## config.mk

```make
export PLATFORM = sky130hd
export DESIGN_NAME = phase_from_iq_flat
export DESIGN_NICKNAME = d
export VERILOG_FILES = /design/src/rtl/phase_from_iq_if.sv /design/src/rtl/phase_from_iq.sv /design/src/flat_wrapper.sv
export SDC_FILE = /design/constraint.sdc
export NUM_CORES = 1
export LEC_CHECK = 0
export CORE_UTILIZATION = 35
export DETAILED_ROUTE_END_ITERATION = 16
export GPL_ROUTABILITY_DRIVEN = 0
export GPL_TIMING_DRIVEN = 0
export PLACE_DENSITY = 0.62
export SYNTH_ARGS = -nofsm -noshare
export SYNTH_HDL_FRONTEND = slang
export SYNTH_SLANG_ARGS = --single-unit
```

## constraint.sdc

```tcl
create_clock -name clk -period 7.1 [get_ports clk]
set_clock_uncertainty 0.2 [all_clocks]
set_input_delay 0.71 -clock clk [delete_from_list [all_inputs] [get_ports clk]]
set_output_delay 0.71 -clock clk [all_outputs]
set_load 0.05 [all_outputs]
```

## src/rtl/phase_from_iq_if.sv

```systemverilog
// Handshake bundle for phase_from_iq: I/Q request channel plus phase/magnitude result channel.
interface phase_from_iq_if #(
    parameter int WIDTH = 18
);
    logic                    in_valid;
    logic                    in_ready;
    logic signed [WIDTH-1:0] cos_in;
    logic signed [WIDTH-1:0] sin_in;
    logic                    out_valid;
    logic                    out_ready;
    logic        [9:0]       phase_out;
    logic signed [WIDTH-1:0] mag_out;
    logic                    zero_flag;

    modport master (
        output in_valid, cos_in, sin_in, out_ready,
        input  in_ready, out_valid, phase_out, mag_out, zero_flag
    );

    modport slave (
        input  in_valid, cos_in, sin_in, out_ready,
        output in_ready, out_valid, phase_out, mag_out, zero_flag
    );
endinterface

```

## src/rtl/phase_from_iq.sv

```systemverilog
// Iterative CORDIC vectoring engine: recovers the 10-bit phase (1024 = 2*pi) and the
// gain-corrected Q14 magnitude of a signed (cos, sin) pair, one operation in flight.
module phase_from_iq #(
    parameter int WIDTH      = 18,
    parameter int FRAC       = 14,
    parameter int ITERATIONS = 12
) (
    input  logic             clk,
    input  logic             rst_n,
    phase_from_iq_if.slave   bus
);
    localparam int XW = WIDTH + 2;
    localparam int PW = XW + 16;
    localparam logic        [3:0]    LAST    = 4'(ITERATIONS - 1);
    localparam logic signed [PW-1:0] INV_K   = PW'(9949);
    localparam logic signed [PW-1:0] HALF    = PW'(1 << (FRAC - 1));
    localparam logic signed [PW-1:0] MAG_MAX = PW'((1 << WIDTH) - 1);

    typedef enum logic [1:0] {IDLE, ITER, SCALE, DONE} state_t;

    state_t                 state_q, state_d;
    logic                   in_ready_q, in_ready_d;
    logic                   out_valid_q, out_valid_d;
    logic signed [XW-1:0]   x_q, x_d;
    logic signed [XW-1:0]   y_q, y_d;
    logic        [15:0]     z_q, z_d;
    logic        [3:0]      cnt_q, cnt_d;
    logic                   zin_q, zin_d;
    logic        [9:0]      phase_q, phase_d;
    logic        [WIDTH-1:0] mag_q, mag_d;
    logic                   zero_q, zero_d;

    logic signed [XW-1:0]   cos_ext;
    logic signed [XW-1:0]   sin_ext;
    logic signed [XW-1:0]   x_sh;
    logic signed [XW-1:0]   y_sh;
    logic signed [PW-1:0]   prod;

    function automatic logic [15:0] atan_lut(input logic [3:0] i);
        logic [15:0] a;
        case (i)
            4'd0:    a = 16'd8192;
            4'd1:    a = 16'd4836;
            4'd2:    a = 16'd2555;
            4'd3:    a = 16'd1297;
            4'd4:    a = 16'd651;
            4'd5:    a = 16'd326;
            4'd6:    a = 16'd163;
            4'd7:    a = 16'd81;
            4'd8:    a = 16'd41;
            4'd9:    a = 16'd20;
            4'd10:   a = 16'd10;
            4'd11:   a = 16'd5;
            4'd12:   a = 16'd3;
            4'd13:   a = 16'd1;
            default: a = 16'd0;
        endcase
        return a;
    endfunction

    // Half-up rounding of the 16-bit angle to 10 bits; the add wraps so 1023.5+ lands on 0.
    function automatic logic [9:0] round_phase(input logic [15:0] z);
        return 10'((z + 16'd32) >> 6);
    endfunction

    function automatic logic [WIDTH-1:0] round_sat_mag(input logic signed [PW-1:0] p);
        logic signed [PW-1:0] r;
        logic        [WIDTH-1:0] m;
        r = (p + HALF) >>> FRAC;
        if (r[PW-1])
            m = '0;
        else if (r > MAG_MAX)
            m = '1;
        else
            m = r[WIDTH-1:0];
        return m;
    endfunction

    // Two guard bits let -2^(WIDTH-1) negate and absorb the ~1.65x CORDIC growth.
    assign cos_ext = {{2{bus.cos_in[WIDTH-1]}}, bus.cos_in};
    assign sin_ext = {{2{bus.sin_in[WIDTH-1]}}, bus.sin_in};
    assign x_sh    = x_q >>> cnt_q;
    assign y_sh    = y_q >>> cnt_q;
    assign prod    = $signed({{(PW-XW){x_q[XW-1]}}, x_q}) * INV_K;

    always_comb begin
        state_d = state_q;
        x_d     = x_q;
        y_d     = y_q;
        z_d     = z_q;
        cnt_d   = cnt_q;
        zin_d   = zin_q;
        phase_d = phase_q;
        mag_d   = mag_q;
        zero_d  = zero_q;
        case (state_q)
            IDLE: begin
                if (bus.in_valid) begin
                    if (bus.cos_in[WIDTH-1]) begin
                        x_d = -cos_ext;
                        y_d = -sin_ext;
                        z_d = 16'd32768;
                    end else begin
                        x_d = cos_ext;
                        y_d = sin_ext;
                        z_d = 16'd0;
                    end
                    zin_d   = (bus.cos_in == '0) && (bus.sin_in == '0);
                    cnt_d   = 4'd0;
                    state_d = ITER;
                end
            end
            ITER: begin
                if (!y_q[XW-1]) begin
                    x_d = x_q + y_sh;
                    y_d = y_q - x_sh;
                    z_d = z_q + atan_lut(cnt_q);
                end else begin
                    x_d = x_q - y_sh;
                    y_d = y_q + x_sh;
                    z_d = z_q - atan_lut(cnt_q);
                end
                cnt_d = cnt_q + 4'd1;
                if (cnt_q == LAST)
                    state_d = SCALE;
            end
            SCALE: begin
                phase_d = zin_q ? 10'd0 : round_phase(z_q);
                mag_d   = zin_q ? '0 : round_sat_mag(prod);
                zero_d  = zin_q;
                state_d = DONE;
            end
            DONE: begin
                if (bus.out_ready)
                    state_d = IDLE;
            end
            default: state_d = IDLE;
        endcase
    end

    // Handshake flags are registered copies of the next state so they never glitch.
    assign in_ready_d  = (state_d == IDLE);
    assign out_valid_d = (state_d == DONE);

    always_ff @(posedge clk or negedge rst_n) begin
        if (!rst_n)
            state_q <= IDLE;
        else
            state_q <= state_d;
    end

    always_ff @(posedge clk or negedge rst_n) begin
        if (!rst_n) begin
            in_ready_q  <= 1'b1;
            out_valid_q <= 1'b0;
            x_q         <= '0;
            y_q         <= '0;
            z_q         <= '0;
            cnt_q       <= '0;
            zin_q       <= 1'b0;
            phase_q     <= '0;
            mag_q       <= '0;
            zero_q      <= 1'b0;
        end else begin
            in_ready_q  <= in_ready_d;
            out_valid_q <= out_valid_d;
            x_q         <= x_d;
            y_q         <= y_d;
            z_q         <= z_d;
            cnt_q       <= cnt_d;
            zin_q       <= zin_d;
            phase_q     <= phase_d;
            mag_q       <= mag_d;
            zero_q      <= zero_d;
        end
    end

    assign bus.in_ready  = in_ready_q;
    assign bus.out_valid = out_valid_q;
    assign bus.phase_out = phase_q;
    assign bus.mag_out   = mag_q;
    assign bus.zero_flag = zero_q;
endmodule

```

## src/flat_wrapper.sv

```systemverilog
// flat-port wrapper written by rule: the top's interface ports become plain ports
module phase_from_iq_flat 
#(
    parameter int WIDTH      = 18,
    parameter int FRAC       = 14,
    parameter int ITERATIONS = 12
)
  (clk, rst_n, bus_in_valid, bus_cos_in, bus_sin_in, bus_out_ready, bus_in_ready, bus_out_valid, bus_phase_out, bus_mag_out, bus_zero_flag);
  phase_from_iq_if #(.WIDTH(WIDTH)) bus_i ();
  input  logic clk;
  input  logic rst_n;
  input wire logic [$bits(bus_i.in_valid)-1:0] bus_in_valid;
  input wire logic [$bits(bus_i.cos_in)-1:0] bus_cos_in;
  input wire logic [$bits(bus_i.sin_in)-1:0] bus_sin_in;
  input wire logic [$bits(bus_i.out_ready)-1:0] bus_out_ready;
  output wire logic [$bits(bus_i.in_ready)-1:0] bus_in_ready;
  output wire logic [$bits(bus_i.out_valid)-1:0] bus_out_valid;
  output wire logic [$bits(bus_i.phase_out)-1:0] bus_phase_out;
  output wire logic [$bits(bus_i.mag_out)-1:0] bus_mag_out;
  output wire logic [$bits(bus_i.zero_flag)-1:0] bus_zero_flag;
  assign bus_i.in_valid = bus_in_valid;
  assign bus_i.cos_in = bus_cos_in;
  assign bus_i.sin_in = bus_sin_in;
  assign bus_i.out_ready = bus_out_ready;
  assign bus_in_ready = bus_i.in_ready;
  assign bus_out_valid = bus_i.out_valid;
  assign bus_phase_out = bus_i.phase_out;
  assign bus_mag_out = bus_i.mag_out;
  assign bus_zero_flag = bus_i.zero_flag;
  phase_from_iq #(.WIDTH(WIDTH), .FRAC(FRAC), .ITERATIONS(ITERATIONS)) u_core (.clk(clk), .rst_n(rst_n), .bus(bus_i));
endmodule
```

==> impl_metrics.tcl, run 1 <==
set metrics [dict create \
    status "complete, but fails checks" \
    violations "DRC" \
    filler_cell_count 4752 \
    ys_seq_area_share_pct 14.06 \
    maxCapViolCount 0 \
    vias_per_cell 5.681 \
    final_antenna_net_count 0 \
    std_cell_rows 79 \
    start_util_pct 35.72 \
    layout_common_cells "inv_1, ha_1, nand2_1" \
    drv_slew 0 \
    grt_pass1_wl_microns 81300 \
    cp.buffers_inverters 5 \
    synth-compound-area-share_pct 15.78 \
    clock_latency_ns 0.40 \
    antenna_cells 0 \
    layout_commonest_cell "inv_1" \
    wire_per_inst_microns 20.16 \
    fmax_ghz 0.1456 \
    cpPeakStageDelay_ns 0.54 \
    clock_tree.root_cell "clkbuf_16" \
    async_flop_share_pct 100.0 \
    num_io_pins 71 \
    path_cells "clkbuf_4 > clkinvlp_4 > ha_1 > fa_1 > inv_1 > fa_1 > fa_1 > fa_1 > inv_1 > fa_1 > inv_1 > ha_1 > a21o_1 > a21o_1 > nand2_1 > o21ai_0 > a211oi_2 > or2_2 > o21ai_0 > a21oi_1 > xor2_2 > o211ai_1" \
    io_buffers 69 \
    worstPathArrival_ns 6.93 \
    cp_common_cell "fa_1" \
    fin_cells 2574 \
    crit_fanout 9 \
    layout.nets 2342 \
    synth_fa_ha_area_share_pct 31.61 \
    grt_usage_pct 21.92 \
    clk_pin_slew_worst_paths_ns 0.09 \
    layout-drive-gt1-share_pct 8.083 \
    antenna_found_initial 0 \
    clk_path_buf_depth 2 \
    numCtsBuffers 9 \
    ys.flop_type "dfrtp_1" \
    dieArea_sq_um 48690 \
    drtIter0Drc 1488 \
    rsz0062_at_grt "false" \
    dp_hpwl_microns 41020 \
    dieHeight_microns 220.7 \
    drt_wl_total_microns 51900 \
    min_path_type "in -> async" \
    yosys.area_share.simple_pct 12.20 \
    core_region_area_sq_um 46850 \
    cts_tree "built" \
    crit_path_top_delay_cell "fa_1" \
    crit_required_ns 7.16 \
    fin_hold_ws_ns 0.09556 \
    syn-num-nets 2256 \
    grt_pass1_vias 14290 \
    setup.worst_path.class "reg -> reg" \
    drc 4 \
    synth_area_per_cell_sq_um 8.920 \
    firstDrtPassIters 14 \
    htreeDepth 3 \
    worstSetupStartpointType "flip-flop" \
    placedCellCount 2553 \
    num_vias 14620 \
    syn_inst 1876 \
    finalSetupViolCount 0 \
    timing.final.crit_share_pct 96.73 \
    synth_cell_type_count 78 \
    relSlewSlack_pct 37.99 \
    fin_crit_ns 6.868 \
    tightest_slew_ns 0.9268 \
    crit_family "adder cells" \
    synth_seq_cells 94 \
    hold_viol 0 \
    grt-ovfl-total 0 \
    synth_top_family_by_area "adder cells" \
    die_x_microns 220.7 \
    cts_sinks 94 \
    grt_start_max_net_pins 61 \
    synth_edf_count 0 \
    yosys_warnings 0 \
    synth_area_sq_um 16730 \
    synth_xor_area_share_pct 7.328 \
    worstSetupEndpointType "flip-flop" \
    muxShareOfSynthArea_pct 10.39 \
    syn2layout_area_growth_pct 11.28 \
]
==> cells by family after synthesis <==
| logic type | count (synthesis) |
|---|---|
| simple gates | 429 |
| compound gates | 422 |
| buf+inv | 345 |
| fa+ha+maj | 340 |
| xor+xnor | 140 |
| mux | 106 |
| flops | 94 |
==> per-stage QoR <==
stage               instance area [sq um]  setup TNS, ns  util (%)  setup slack [ns]
global placement                    18180         -7.056     38.81           -0.5630
floorplan                           16730              0         -            0.6107
global route                        18620              0     39.75           0.03514
CTS                                 18540              0     39.57          0.001387
detailed placement                  18210         -8.136     38.86           -0.6353
finish                              18620              0     39.75            0.2323
==> synthesized netlist by cell type, types with 5 or more instances <==
cell / n / area share [%]
o21ai_0: 128 / 3.8
buf_2: 6 / 0.18
nor2b_1: 16 / 0.60
fa_1: 138 / 17
or3_1: 19 / 0.71
a31oi_1: 26 / 0.97
buf_1: 7 / 0.16
a21oi_1: 95 / 2.8
mux4_2: 37 / 5.0
o31ai_1: 21 / 0.94
buf_4: 5 / 0.22
o211ai_1: 36 / 1.6
nand2_1: 169 / 3.8
nand3_1: 27 / 0.81
mux4_1: 11 / 1.7
nor2_1: 89 / 2.0
or4_1: 7 / 0.31
dfrtp_1: 93 / 14
nor3_1: 26 / 0.78
xor2_1: 76 / 4.0
ha_1: 202 / 15
and2_1: 5 / 0.19
or2_2: 7 / 0.26
xnor2_1: 64 / 3.3
a211oi_1: 8 / 0.36
nand2b_1: 17 / 0.64
mux2_2: 29 / 2.0
a21o_1: 26 / 1.2
nand3b_1: 6 / 0.27
mux2i_1: 29 / 1.7
o41ai_1: 9 / 0.47
o21bai_1: 9 / 0.40
a211o_1: 5 / 0.26
inv_1: 268 / 6.0
nand4_1: 11 / 0.41
a21boi_0: 5 / 0.22
o22ai_1: 16 / 0.60
clkbuf_1: 40 / 0.90
and3_1: 13 / 0.49
buf_6: 14 / 0.94
==> path summary, 6_finish.rpt <==
kind | from | endpoint | slack [ns] | depth (start not counted)
setup / recovery | u_core.x_q[18] | u_core.bus.mag_out[16] | 0.23 | 22
hold / removal | rst_n | u_core.cnt_q[1] | 0.1 | 1
setup reg to reg | u_core.x_q[18] | u_core.bus.mag_out[16] | 0.23 | 22
hold reg to reg | u_core.bus.mag_out[4] | u_core.bus.mag_out[4] | 0.29 | 2
max in group asynchronous | rst_n | u_core.x_q[17] | 5.84 | 2
min in group clk | u_core.bus.mag_out[4] | u_core.bus.mag_out[4] | 0.29 | 2
==> area by class of cell <==
class / instances / area, sq um / area share [%]
inverter: 271 / 1021 / 5.483
clock buffer: 9 / 225.2 / 1.209
multi-input combinational: 1437 / 12990 / 69.74
timing repair buffer: 76 / 760.7 / 4.085
tap: 607 / 759.5 / 4.078
buffer: 73 / 430.4 / 2.311
clock inverter: 7 / 65.06 / 0.3494
sequential: 94 / 2374 / 12.75
==> layer usage <==
metal	GRT usage, %	up-vias	wire length (microns)	share of wire [%]
li1	-	6689	-	-
met1	30.26	7064	22350	43
met2	32.94	740	22390	43
met3	5.127	129	5216	10
met4	8.607	0	1943	3.7
met5	0	-	0	0
==> sequential cells by signal, summed over array words and instances, names as in the netlist <==
name and count:
u_core.state_q 2, u_core.y_q 20, u_core.bus.in_ready 1, u_core.bus.mag_out 18, u_core.x_q 20, u_core.zin_q 1
u_core.bus.phase_out 10, u_core.z_q 16, u_core.bus.out_valid 1, u_core.bus.zero_flag 1, u_core.cnt_q 4
==> worst reg2reg max path, stage by stage (launching register included) <==
cell and delay (ns):
dfrtp_2 0.49, clkbuf_4 0.28, clkinvlp_4 0.20, ha_1 0.37
fa_1 0.49, inv_1 0.06, fa_1 0.52, fa_1 0.46
fa_1 0.55, inv_1 0.05, fa_1 0.53, inv_1 0.04
ha_1 0.38, a21o_1 0.21, a21o_1 0.18, nand2_1 0.07
o21ai_0 0.12, a211oi_2 0.43, or2_2 0.25, o21ai_0 0.16
a21oi_1 0.26, xor2_2 0.32, o211ai_1 0.12
==> repair_timing <==
item | in CTS | in global routing
setup buffers | 0 | 6
pin swaps | 0 | 2
gates resized for setup | 13 | 20
setup endpoints to repair | 18 | 18
hold buffers | 0 | 0
Power of run 1 is left out: the tool's default activity adds up to more than one toggle a clock period on the data nets, which glitch-free logic cannot reach.
==> inputs of run 2 (changes only) <==
- CAP_MARGIN: not set -> 20
- clock period: 7.1 -> 8 ns (I/O delays scaled with it)
==> run 2 against run 1 <==
  * Global-route usage about the same
  * Routed wire length down 0.45%
  * The flow still finishes with violations (DRC)
  * Register-to-register slack better by 0.07 ns
  * Critical path type unchanged
==> impl_metrics.tcl, run 2 (same netlist as run 1, synthesis figures left out) <==
set metrics [dict create \
    numCtsBuffers 9 \
    worstPathArrival_ns 7.75 \
    dieHeight_microns 220.7 \
    violations "DRC" \
    placedCellCount 2553 \
    cts_sinks 94 \
    postCtsSetupBuffers 0 \
    drc 4 \
    tightest_slew_ns 1.030 \
    io_buffers 69 \
    layout-drive-gt1-share_pct 6.826 \
    layout_common_cells "inv_1, ha_1, nand2_1" \
    crit_fanout 10 \
    worstSetupEndpointType "flip-flop" \
    maxCapViolCount 0 \
    drv_slew 0 \
    firstDrtPassIters 11 \
    clk_path_buf_depth 2 \
    fin_crit_ns 7.698 \
    timing.final.crit_share_pct 96.23 \
    htreeDepth 3 \
    cts_tree "built" \
    fin_setup_tns_ns 0 \
    dp_hpwl_microns 41020 \
    rsz0062_at_grt "false" \
    die_x_microns 220.7 \
    setup.worst_path.class "reg -> reg" \
    grt_pass1_vias 14290 \
    clock_tree.root_cell "clkbuf_16" \
    syn2layout_area_growth_pct 10.79 \
    drt_wl_total_microns 51670 \
    fin_cells 2570 \
    worstSetupStartpointType "flip-flop" \
    antenna_found_initial 0 \
    start_util_pct 35.72 \
    hold_viol 0 \
    grt_usage_pct 21.90 \
    drtIter0Drc 1575 \
    num_vias 14500 \
    grt_pass1_wl_microns 81240 \
    wire_per_inst_microns 20.10 \
    std_cell_rows 79 \
    layout_commonest_cell "inv_1" \
    filler_cell_count 4764 \
    grt_start_max_net_pins 61 \
    antenna_cells 0 \
    layout.nets 2338 \
    fin_hold_ws_ns 0.1808 \
    clock_latency_ns 0.40 \
    fmax_ghz 0.1299 \
    core_region_area_sq_um 46850 \
    crit_required_ns 8.05 \
    status "complete, but fails checks" \
    vias_per_cell 5.640 \
    relSlewSlack_pct 31.36 \
    min_path_type "in -> async" \
    dieArea_sq_um 48690 \
    finalSetupViolCount 0 \
    grt-ovfl-total 0 \
    num_io_pins 71 \
    clk_pin_slew_worst_paths_ns 0.09 \
    final_antenna_net_count 0 \
]
==> run 2: cell count changes in the layout (fill, tap and decap cells not counted), sizes merged <==
cell      change
clkbuf        +1
buf           -5
inv           +1
clkinvlp      -1
==> run 2: metrics by stage <==
| step | setup WS, ns | area [sq um] | util, % |
|---|---|---|---|
| 2_1_floorplan | 1.511 | 16730 | - |
| 3_3_place_gp | 0.3370 | 18180 | 38.81 |
| 3_5_place_dp | 0.2647 | 18210 | 38.86 |
| 4_1_cts | 0.2136 | 18500 | 39.48 |
| 5_1_grt | 0.02043 | 18540 | 39.57 |
| 6_report | 0.3017 | 18540 | 39.57 |
==> run 2: final cells by class <==
type | count | area (sq um) | share of cell area (%)
buffer | 74 | 426.7 | 2.301
tap | 607 | 759.5 | 4.097
sequential | 94 | 2354 | 12.69
inverter | 271 | 1017 | 5.487
multi-input combinational | 1437 | 12950 | 69.85
clock inverter | 7 | 65.06 | 0.3509
clock buffer | 9 | 225.2 | 1.215
timing repair buffer | 71 | 743.2 | 4.009
==> run 2: final timing paths <==
path	start	end	slack, ns	cells after the start
max	u_core.x_q[18]	u_core.bus.mag_out[8]	0.30	23
min	rst_n	u_core.cnt_q[1]	0.18	1
max reg2reg	u_core.x_q[18]	u_core.bus.mag_out[8]	0.30	23
min reg2reg	u_core.bus.mag_out[9]	u_core.bus.mag_out[9]	0.28	2
max in group asynchronous	rst_n	u_core.bus.mag_out[2]	6.65	2
min in group clk	u_core.bus.mag_out[9]	u_core.bus.mag_out[9]	0.28	2
==> run 2: what timing repair did <==
action / CTS / global route
hold buffers: 0 / 0
resized for setup: 0 / 4
setup endpoints to repair: 0 / 10
==> run 2: layer usage <==
metal,routed length [microns],share of wire [%],vias up,global-route usage (%)
li1,-,-,6681,-
met5,0,0,-,0
met1,22370,43,6961,30.31
met2,22030,43,730,32.78
met4,2037,3.9,0,8.813
met3,5237,10,124,5.058
==> run 2: worst max-delay path, cell delays in order (launching register included) <==
cell      delay (ns)
dfrtp_1         0.59
clkbuf_1        0.44
inv_1           0.30
ha_1            0.40
fa_1            0.49
inv_1           0.06
fa_1            0.52
fa_1            0.46
fa_1            0.54
inv_1           0.05
fa_1            0.53
inv_1           0.04
ha_1            0.27
clkbuf_1        0.17
a21o_1          0.21
a21o_1          0.18
nand2_1         0.07
o21ai_0         0.11
a211oi_1        0.54
o31ai_2         0.22
a31oi_1         0.29
a2111o_1        0.33
clkbuf_1        0.36
o21ai_0         0.16
Power of run 2 is left out for the same reason.
